===== config.mk =====
export PLATFORM = sky130hd
export DESIGN_NAME = ps2_host_tx
export DESIGN_NICKNAME = d
export VERILOG_FILES = /design/src/rtl/ps2_pkg.sv /design/src/rtl/ps2_sync.sv /design/src/rtl/ps2_host_tx.sv
export SDC_FILE = /design/constraint.sdc
export NUM_CORES = 1
export LEC_CHECK = 0
export ABC_AREA = 1
export CAP_MARGIN = 5
export CORE_MARGIN = 2
export CORE_UTILIZATION = 63
export CTS_CLUSTER_DIAMETER = 40
export DETAILED_ROUTE_END_ITERATION = 8
export DONT_BUFFER_PORTS = 1
export GPL_ROUTABILITY_DRIVEN = 1
export PLACE_DENSITY_LB_ADDON = 0.2
export SYNTH_ARGS = -nofsm -noshare
export SYNTH_HDL_FRONTEND = slang
export SYNTH_HIERARCHICAL = 1
export SYNTH_SLANG_ARGS = --single-unit

===== constraint.sdc =====
create_clock -name clk -period 1.77 [get_ports clk]
set_input_delay 0.354 -clock clk [delete_from_list [all_inputs] [get_ports clk]]
set_output_delay 0.354 -clock clk [all_outputs]
set_load 0.02 [all_outputs]

===== src/rtl/ps2_pkg.sv =====
// Shared PS/2 definitions: host transmitter states, frame length,
// command/response byte constants and a small saturating-counter helper.
package ps2_pkg;

    typedef enum logic [2:0] {
        IDLE,
        INHIBIT,
        REQ,
        SEND,
        ACK,
        WAIT_IDLE
    } ps2_state_t;

    // start + 8 data + parity + stop
    localparam int PS2_FRAME_BITS = 11;

    localparam logic [7:0] PS2_CMD_SET_LED = 8'hED;
    localparam logic [7:0] PS2_CMD_RESET   = 8'hFF;
    localparam logic [7:0] PS2_RSP_ACK     = 8'hFA;

    // Increment that sticks at all-ones instead of wrapping.
    function automatic logic [3:0] sat_inc4(input logic [3:0] v);
        return (v == 4'hF) ? v : v + 4'd1;
    endfunction

endpackage


===== src/rtl/ps2_sync.sv =====
// Three-stage synchronizer for the raw PS/2 clock and data pins plus
// falling-edge detection on the clock. Shared with the PS/2 receiver.
// Lines idle high, so the stages reset to 1 to avoid a false edge.
module ps2_sync (
    input  logic clk,
    input  logic clrn,
    input  logic ps2_clk,
    input  logic ps2_data,
    output logic clk_level,
    output logic data_level,
    output logic clk_fall
);

    logic [2:0] clk_sync_reg;
    logic [2:0] data_sync_reg;

    // Shift each raw pin through three flops; stage 0 is the newest sample.
    always_ff @(posedge clk or negedge clrn) begin
        if (!clrn) begin
            clk_sync_reg  <= 3'b111;
            data_sync_reg <= 3'b111;
        end else begin
            clk_sync_reg  <= {clk_sync_reg[1:0], ps2_clk};
            data_sync_reg <= {data_sync_reg[1:0], ps2_data};
        end
    end

    assign clk_level  = clk_sync_reg[2];
    assign data_level = data_sync_reg[2];
    // Older stage high, newer stage low: the device pulled the clock down.
    assign clk_fall   = clk_sync_reg[2] & ~clk_sync_reg[1];

endmodule


===== src/rtl/ps2_host_tx.sv =====
// PS/2 host-to-device transmitter. Sends one command byte to a keyboard:
// inhibits the clock, issues the start request, shifts the frame out on
// device-generated falling edges, samples the acknowledge bit and reports
// done/ack_ok. Outputs are pull-low enables for open-drain pads.
// Optional watchdog: define PS2_TX_TIMEOUT_EN to abort a frame when the
// device does not finish within TIMEOUT_CYCLES of clock release.
module ps2_host_tx
    import ps2_pkg::*;
#(
    parameter int INHIBIT_CYCLES = 5000,
    parameter int TIMEOUT_CYCLES = 1000000
) (
    input  logic       clk,
    input  logic       clrn,
    input  logic       ps2_clk,
    input  logic       ps2_data,
    input  logic [7:0] tx_data,
    input  logic       tx_valid,
    output logic       tx_ready,
    output logic       ps2_clk_oe,
    output logic       ps2_data_oe,
    output logic       busy,
    output logic       done,
    output logic       ack_ok,
    output logic       timeout
);

    localparam int CNT_MAX = (INHIBIT_CYCLES > TIMEOUT_CYCLES) ? INHIBIT_CYCLES : TIMEOUT_CYCLES;
    localparam int CNT_W   = $clog2(CNT_MAX + 1);

    logic clk_level;
    logic data_level;
    logic clk_fall;

    ps2_state_t       state_reg,   state_next;
    logic [9:0]       shift_reg,   shift_next;
    logic [3:0]       bit_cnt_reg, bit_cnt_next;
    logic [CNT_W-1:0] cnt_reg,     cnt_next;
    logic             data_oe_reg, data_oe_next;
    logic             ack_bit_reg, ack_bit_next;
    logic             ack_ok_reg,  ack_ok_next;
    logic             done_reg,    done_next;
`ifdef PS2_TX_TIMEOUT_EN
    logic             timeout_reg, timeout_next;
`endif

    ps2_sync u_sync (
        .clk        (clk),
        .clrn       (clrn),
        .ps2_clk    (ps2_clk),
        .ps2_data   (ps2_data),
        .clk_level  (clk_level),
        .data_level (data_level),
        .clk_fall   (clk_fall)
    );

    // State and datapath registers; reset releases both lines at once.
    always_ff @(posedge clk or negedge clrn) begin
        if (!clrn) begin
            state_reg   <= IDLE;
            shift_reg   <= '1;
            bit_cnt_reg <= '0;
            cnt_reg     <= '0;
            data_oe_reg <= 1'b0;
            ack_bit_reg <= 1'b0;
            ack_ok_reg  <= 1'b0;
            done_reg    <= 1'b0;
        end else begin
            state_reg   <= state_next;
            shift_reg   <= shift_next;
            bit_cnt_reg <= bit_cnt_next;
            cnt_reg     <= cnt_next;
            data_oe_reg <= data_oe_next;
            ack_bit_reg <= ack_bit_next;
            ack_ok_reg  <= ack_ok_next;
            done_reg    <= done_next;
        end
    end

`ifdef PS2_TX_TIMEOUT_EN
    // Watchdog pulse register.
    always_ff @(posedge clk or negedge clrn) begin
        if (!clrn) begin
            timeout_reg <= 1'b0;
        end else begin
            timeout_reg <= timeout_next;
        end
    end
`endif

    // Next-state and datapath logic for the host request sequence.
    always_comb begin
        state_next   = state_reg;
        shift_next   = shift_reg;
        bit_cnt_next = bit_cnt_reg;
        cnt_next     = cnt_reg;
        data_oe_next = data_oe_reg;
        ack_bit_next = ack_bit_reg;
        ack_ok_next  = ack_ok_reg;
        done_next    = 1'b0;
`ifdef PS2_TX_TIMEOUT_EN
        timeout_next = 1'b0;
`endif

        case (state_reg)
            IDLE: begin
                data_oe_next = 1'b0;
                if (tx_valid) begin
                    // {stop, odd parity, data}; bit 0 goes out first
                    shift_next   = {1'b1, ~^tx_data, tx_data};
                    bit_cnt_next = '0;
                    cnt_next     = '0;
                    state_next   = INHIBIT;
                end
            end
            INHIBIT: begin
                if (cnt_reg == CNT_W'(INHIBIT_CYCLES - 1)) begin
                    data_oe_next = 1'b1;     // start bit, held into SEND
                    state_next   = REQ;
                end else begin
                    cnt_next = cnt_reg + CNT_W'(1);
                end
            end
            REQ: begin
                cnt_next   = '0;             // watchdog measures from SEND entry
                state_next = SEND;
            end
            SEND: begin
                if (clk_fall) begin
                    data_oe_next = ~shift_reg[0];
                    shift_next   = {1'b1, shift_reg[9:1]};
                    bit_cnt_next = sat_inc4(bit_cnt_reg);
                    // this edge drives the stop bit
                    if (bit_cnt_reg == 4'(PS2_FRAME_BITS - 2)) begin
                        state_next = ACK;
                    end
                end
            end
            ACK: begin
                if (clk_fall) begin
                    ack_bit_next = ~data_level;
                    bit_cnt_next = sat_inc4(bit_cnt_reg);
                    state_next   = WAIT_IDLE;
                end
            end
            WAIT_IDLE: begin
                if (clk_level && data_level) begin
                    done_next   = 1'b1;
                    ack_ok_next = ack_bit_reg;   // ack_ok only moves with done
                    state_next  = IDLE;
                end
            end
            default: begin
                data_oe_next = 1'b0;
                state_next   = IDLE;
            end
        endcase

`ifdef PS2_TX_TIMEOUT_EN
        // Abort a stalled frame; a frame that completes this cycle wins.
        if (state_reg inside {SEND, ACK, WAIT_IDLE}) begin
            if ((cnt_reg == CNT_W'(TIMEOUT_CYCLES - 1)) && !done_next) begin
                timeout_next = 1'b1;
                data_oe_next = 1'b0;
                state_next   = IDLE;
            end else begin
                cnt_next = cnt_reg + CNT_W'(1);
            end
        end
`endif
    end

    assign tx_ready    = (state_reg == IDLE);
    assign busy        = (state_reg != IDLE);
    assign ps2_clk_oe  = (state_reg == INHIBIT) || (state_reg == REQ);
    assign ps2_data_oe = data_oe_reg;
    assign done        = done_reg;
    assign ack_ok      = ack_ok_reg;
`ifdef PS2_TX_TIMEOUT_EN
    assign timeout     = timeout_reg;
`else
    assign timeout     = 1'b0;
`endif

endmodule

==> results of run 1 <==
==> worst max-delay path by stage <==
stage               slack [ns]  cells after the start     endpoint
floorplan                 0.24                      9   cnt_reg[0]
global placement          0.16                     10  cnt_reg[16]
detailed placement        0.08                     10   cnt_reg[5]
CTS                       0.02                      3     tx_ready
global route            -0.004                      9  cnt_reg[17]
finish                    0.11                      3         busy
==> cell type report <==
class,count,area [um^2],area share (%)
flip-flops and latches,46,1172,38.18
repair buffers,10,105.1,3.423
clock inverters,1,5.005,0.1630
clock buffers,7,86.33,2.812
inverters,56,215.2,7.009
multi-input cells,284,1421,46.29
well taps,52,65.06,2.119
==> cell families (layout without fill, tap and decap cells) <==
logic type	count (synthesis)	after routing	synth area share, %
simple gates	237	237	36.52
buf+inv	63	74	9.811
flops	46	46	41.13
compound gates	33	33	7.920
xor+xnor	9	9	2.771
fa+ha+maj	3	3	1.320
other cells	1	1	0.1319
mux	1	1	0.3959
==> layout by cell type, fill, tap and decap left out, types with 6 or more instances in the layout <==
cell type and n:
buf_4 6, clkbuf_8 6, dfrtp_1 29, dfstp_2 15
inv_1 47, inv_2 6, nand2_1 135, nand3_1 30
nand4_1 13, nor2_1 40, o21ai_0 12
==> what timing repair did <==
action / CTS / global route
hold buffers: 2 / 0
resized for setup: 0 / 13
hold endpoints to repair: 46 / 0
setup endpoints to repair: 0 / 26
setup buffers: 0 / 0
==> critical path, stage by stage, from the launching register on <==
cell	delay (ns)
dfrtp_1	0.48
nor2_4	0.22
nand2_2	0.13
buf_4	0.18
==> per-layer routing <==
layer	share of wire, %	vias to the layer above	routed length [um]
met5	0	-	0
met4	1.6	0	100
met3	4.6	11	279
met2	51	81	3120
met1	42	1194	2582
li1	-	1261	-
==> where the power goes <==
| group | switching (mW) | internal, mW | leakage, nW | total [mW] |
|---|---|---|---|---|
| Combinational | 1.23 | 0.635 | 0.930 | 1.86 |
| Clock | 0.333 | 0.315 | 0.0482 | 0.648 |
| Sequential | 0.213 | 1.35 | 0.575 | 1.56 |
==> results.yml, run 1 <==
place:
  dp.cells: 445
  place_area_mm2: 0.002898
  pre_cts_ws_ns: 0.07518
  io_buffers: 0
  routabilityCongestion: 0.8929
  hpwl_um: 4260
cells_and_area:
  largest_reg_flops: 20
  fin_area_mm2: 0.003070
  antenna_cells: 0
  fin_cells: 456
  drive_gt1_share_pct: 16.58
  area.growth.synth_to_final_pct: 7.963
  finish.utilization_pct: 70.52
  final_nets: 419
  nFillCells: 351
global_route:
  use_met3_pct: 5.556
  grt_pass1_vias: 2432
  met1_usage_pct: 30.90
  antenna_found_initial: 0
  grt_busiest_layer: "met2"
  grt_overflow_total: 0
  grt_pass1_wl_um: 10300
  grt.met2_usage_pct: 43.42
  grt_max_degree: 47
  grtUsageTotal_pct: 25.49
cts:
  path_clk_slew_ns: 0.08
  clockBufferDepth: 2
  cts_root_buf: "clkbuf_8"
  cts_buffers: 5
  htree_levels: 2
  clock_latency_ns: 0.30
  cts.sinks: 46
  cts_tree: "yes"
routing:
  vias_per_cell: 5.586
  drt_iter0_markers: 174
  drcViolationCount: 0
  vias: 2547
  finalWirelength_um: 6082
  detail_route.wl_per_cell_um: 13.34
  dr.pass1.iters: 7
  ant_nets: 0
timing:
  finalCritPeriodShare_pct: 93.87
  fin_tns_setup_ns: 0
  fin_worst_skew_ns: 0.007492
  final_max_slew_viol_count: 0
  hold_viol: 0
  setup_viol: 0
  setup_ws_ns: 0.1085
  timing.final.crit_period_ns: 1.661
  holdWs_ns: 0.05281
  max_clock_freq_ghz: 0.6019
hold_path:
  hp-class: "in2reg"
  whs_endpoint: "u_sync/clk_sync_reg[0]"
  hold_depth: 0
  min_from: "ps2_clk"
worst_setup_path:
  arrival_ns: 1.31
  required_ns: 1.42
  startpoint_type: "register"
  crit_type: "reg2out"
  r2r_cells: 10
  worst_r2r_endpoint: "cnt_reg[5]"
  r2r-start: "cnt_reg[0]"
  crit_path_max_fanout: 7
  crit_path_start: "state_reg[1]"
  end_kind: "output port"
  rrSetupSlack_ns: 0.13
yosys:
  yosysMostFrequentCell: "nand2_1"
  synthTopCellsByCount: "nand2_1 (136), inv_1 (49), nor2_1 (40), dfrtp_1 (31), nand3_1 (30)"
  syn_area_mm2: 0.002844
  synth_async_sr_flop_share_pct: 100.0
  synth.avg_cell_area_um2: 7.237
  yosys-top-cells-area: "dfrtp_1 (27%), nand2_1 (18%), dfstp_2 (14%)"
  synth_fp_nets: 409
  synthFlopType: "dfrtp_1"
  yosysSeqAreaShare_pct: 41.14
  yosysWarnings: 6
  yosys.area.top_type: "dfrtp_1"
  syn_inst: 393
  ys_ff_latch: 46
  synth_edf_count: 0
  synth_top_area_share_pct: 27.28
  synth_cell_types: 38
floorplanning:
  start_util_pct: 65.32
  core_mm2: 0.004354
  num_rows: 24
  design.die.area_mm2: 0.005068
  die_w_um: 71.19
  top_level_ports: 20
  die_h_um: 71.19
power:
  vdd_drop_max_uv: 1026
  total_power_mw: 4.069
  p_per_area_mw_per_mm2: 1325
  p_leak_nw: 1.554
outcome:
  outcome: "complete, no violations"
run:
  maxCapViolCount: 0
Note: power is estimated with default switching activity, not from simulation.
==> run 2: changes to the inputs <==
--- a/config.mk
+++ b/config.mk
@@ -7,10 +7,10 @@
 export LEC_CHECK = 0
 export ABC_AREA = 1
+export BUFFER_PORTS_ARGS = -buffer_cell sky130_fd_sc_hd__clkbuf_2
 export CAP_MARGIN = 5
 export CORE_MARGIN = 2
-export CORE_UTILIZATION = 63
+export CORE_UTILIZATION = 60
 export CTS_CLUSTER_DIAMETER = 40
 export DETAILED_ROUTE_END_ITERATION = 8
-export DONT_BUFFER_PORTS = 1
 export GPL_ROUTABILITY_DRIVEN = 1
 export PLACE_DENSITY_LB_ADDON = 0.2
==> constraint.sdc (replaced) <==
create_clock -name clk -period 1.77 [get_ports clk]
set_input_delay 0.0885 -clock clk [delete_from_list [all_inputs] [get_ports clk]]
set_output_delay 0.0885 -clock clk [all_outputs]
set_load 0.02 [all_outputs]
==> run 2 against run 1 <==
  * Global-route usage shrank 0.77 points
  * Clock skew is essentially flat
  * Wire length is the same
  * Clock power grew 46%
  * Largest power group unchanged
  * Highest routed layer unchanged
==> results.yml, run 2 (synthesis results as in run 1) <==
global_route:
  grt_pass1_vias: 2394
  grt_max_degree: 47
  grtUsageTotal_pct: 24.71
  grt_pass1_wl_um: 10100
  antenna_found_initial: 0
  grt_overflow_total: 0
hold_path:
  min_from: "tx_data[6]"
  whs_endpoint: "shift_reg[6]"
  hold_depth: 3
  hp-class: "in2reg"
worst_setup_path:
  required_ns: 2.02
  crit_type: "reg2reg"
  r2r-start: "cnt_reg[0]"
  startpoint_type: "register"
  rrSetupSlack_ns: 0.11
  arrival_ns: 1.91
  end_kind: "register"
  r2r_cells: 10
  worst_r2r_endpoint: "cnt_reg[0]"
  crit_path_max_fanout: 8
cells_and_area:
  final_nets: 459
  area.growth.synth_to_final_pct: 18.30
  fin_cells: 498
  drive_gt1_share_pct: 22.52
  final_cell_mix: "nand2_1 (136), inv_1 (49), nor2_1 (39), dfrtp_1 (31), nand3_1 (30)"
  largest_reg_flops: 20
  antenna_cells: 0
  layout_commonest_cell: "nand2_1"
  nFillCells: 378
cts:
  path_clk_slew_ns: 0.09
  cts.sinks: 46
  cts_buffers: 5
  cts_tree: "yes"
  clockBufferDepth: 2
  clock_latency_ns: 0.30
  cts_root_buf: "clkbuf_8"
  htree_levels: 2
run:
  maxCapViolCount: 0
routing:
  drcViolationCount: 0
  vias: 2630
  drt_iter0_markers: 168
  vias_per_cell: 5.281
  finalWirelength_um: 6082
  dr.pass1.iters: 5
  ant_nets: 0
  detail_route.wl_per_cell_um: 12.21
power:
  p_leak_nw: 1.765
  vdd_drop_max_uv: 1205
  p_per_area_mw_per_mm2: 1324
  total_power_mw: 4.456
place:
  routabilityCongestion: 0.9139
  pre_cts_ws_ns: -0.1119
  hpwl_um: 4319
  dp.cells: 484
  io_buffers: 18
timing:
  setup_ws_ns: 0.1090
  setup_viol: 0
  final_max_slew_viol_count: 0
  fin_worst_skew_ns: 0.007671
  fin_tns_setup_ns: 0
  worst_slew_pin_slew_ns: 0.5617
  holdWs_ns: 0.07675
  max_clock_freq_ghz: 0.6020
  timing.final.crit_period_ns: 1.661
  hold_viol: 0
  slew_headroom_pct: 62.55
  finalCritPeriodShare_pct: 93.84
floorplanning:
  top_level_ports: 20
  core_mm2: 0.004661
  start_util_pct: 61.02
  design.die.area_mm2: 0.005306
  die_w_um: 72.85
  num_rows: 25
  die_h_um: 72.85
outcome:
  outcome: "complete, no violations"
==> run 2: how the worst max path moves through the flow <==
stage	slack, ns	end	depth (start not counted)	startpoint
floorplan	0.24	cnt_reg[0]	9	cnt_reg[0]
global route	-0.01	cnt_reg[8]	11	cnt_reg[0]
CTS	0.08	cnt_reg[6]	9	cnt_reg[0]
detailed placement	-0.11	cnt_reg[6]	9	cnt_reg[0]
global placement	-0.01	cnt_reg[17]	9	cnt_reg[0]
finish	0.11	cnt_reg[0]	10	cnt_reg[0]
==> run 2: repair_timing <==
item | CTS | global route
hold endpoints to repair | 33 | 0
resized for setup | 1 | 3
buffers inserted | 0 | 2
setup endpoints to repair | 20 | 20
pin swaps | 0 | 2
hold buffers | 3 | 0
gates cloned | 0 | 1
==> run 2: layout make-up <==
cell class | instances | area, um^2 | share of cell area [%]
multi-input cells | 285 | 1426 | 42.39
flip-flops and latches | 46 | 1170 | 34.77
repair buffers | 49 | 342.8 | 10.19
inverters | 56 | 215.2 | 6.396
clock buffers | 6 | 82.58 | 2.454
well taps | 54 | 67.56 | 2.008
clock inverters | 2 | 60.06 | 1.785
==> run 2: metal layers <==
| layer | GRT usage (%) | up-vias | part of all wire, % |
|---|---|---|---|
| li1 | - | 1340 | - |
| met1 | 29.84 | 1206 | 42 |
| met2 | 44.04 | 71 | 51 |
| met3 | 3.867 | 13 | 4.4 |
| met4 | 9.671 | 0 | 2.3 |
| met5 | 0 | - | 0 |
==> run 2: power breakdown <==
group / switching (mW) / internal [mW]
Combinational: 1.32 / 0.718
Sequential: 0.127 / 1.34
Clock: 0.346 / 0.602
==> run 2: metrics by stage <==
step	util [%]	cell area (um^2)
after global routing	72.19	3364
after floorplan	-	2844
after detailed placement	67.22	3133
after global placement	67.22	3133
final	72.19	3364
after CTS	71.09	3313
==> run 2: worst max-delay path: stages, from the launching register on <==
cell      delay, ns
dfrtp_1        0.40
ha_1           0.22
nand2_1        0.09
clkinv_1       0.08
nand2_1        0.07
nor2_1         0.05
nand3_2        0.10
buf_4          0.17
nand2_4        0.08
or2_2          0.28
nand2_1        0.06
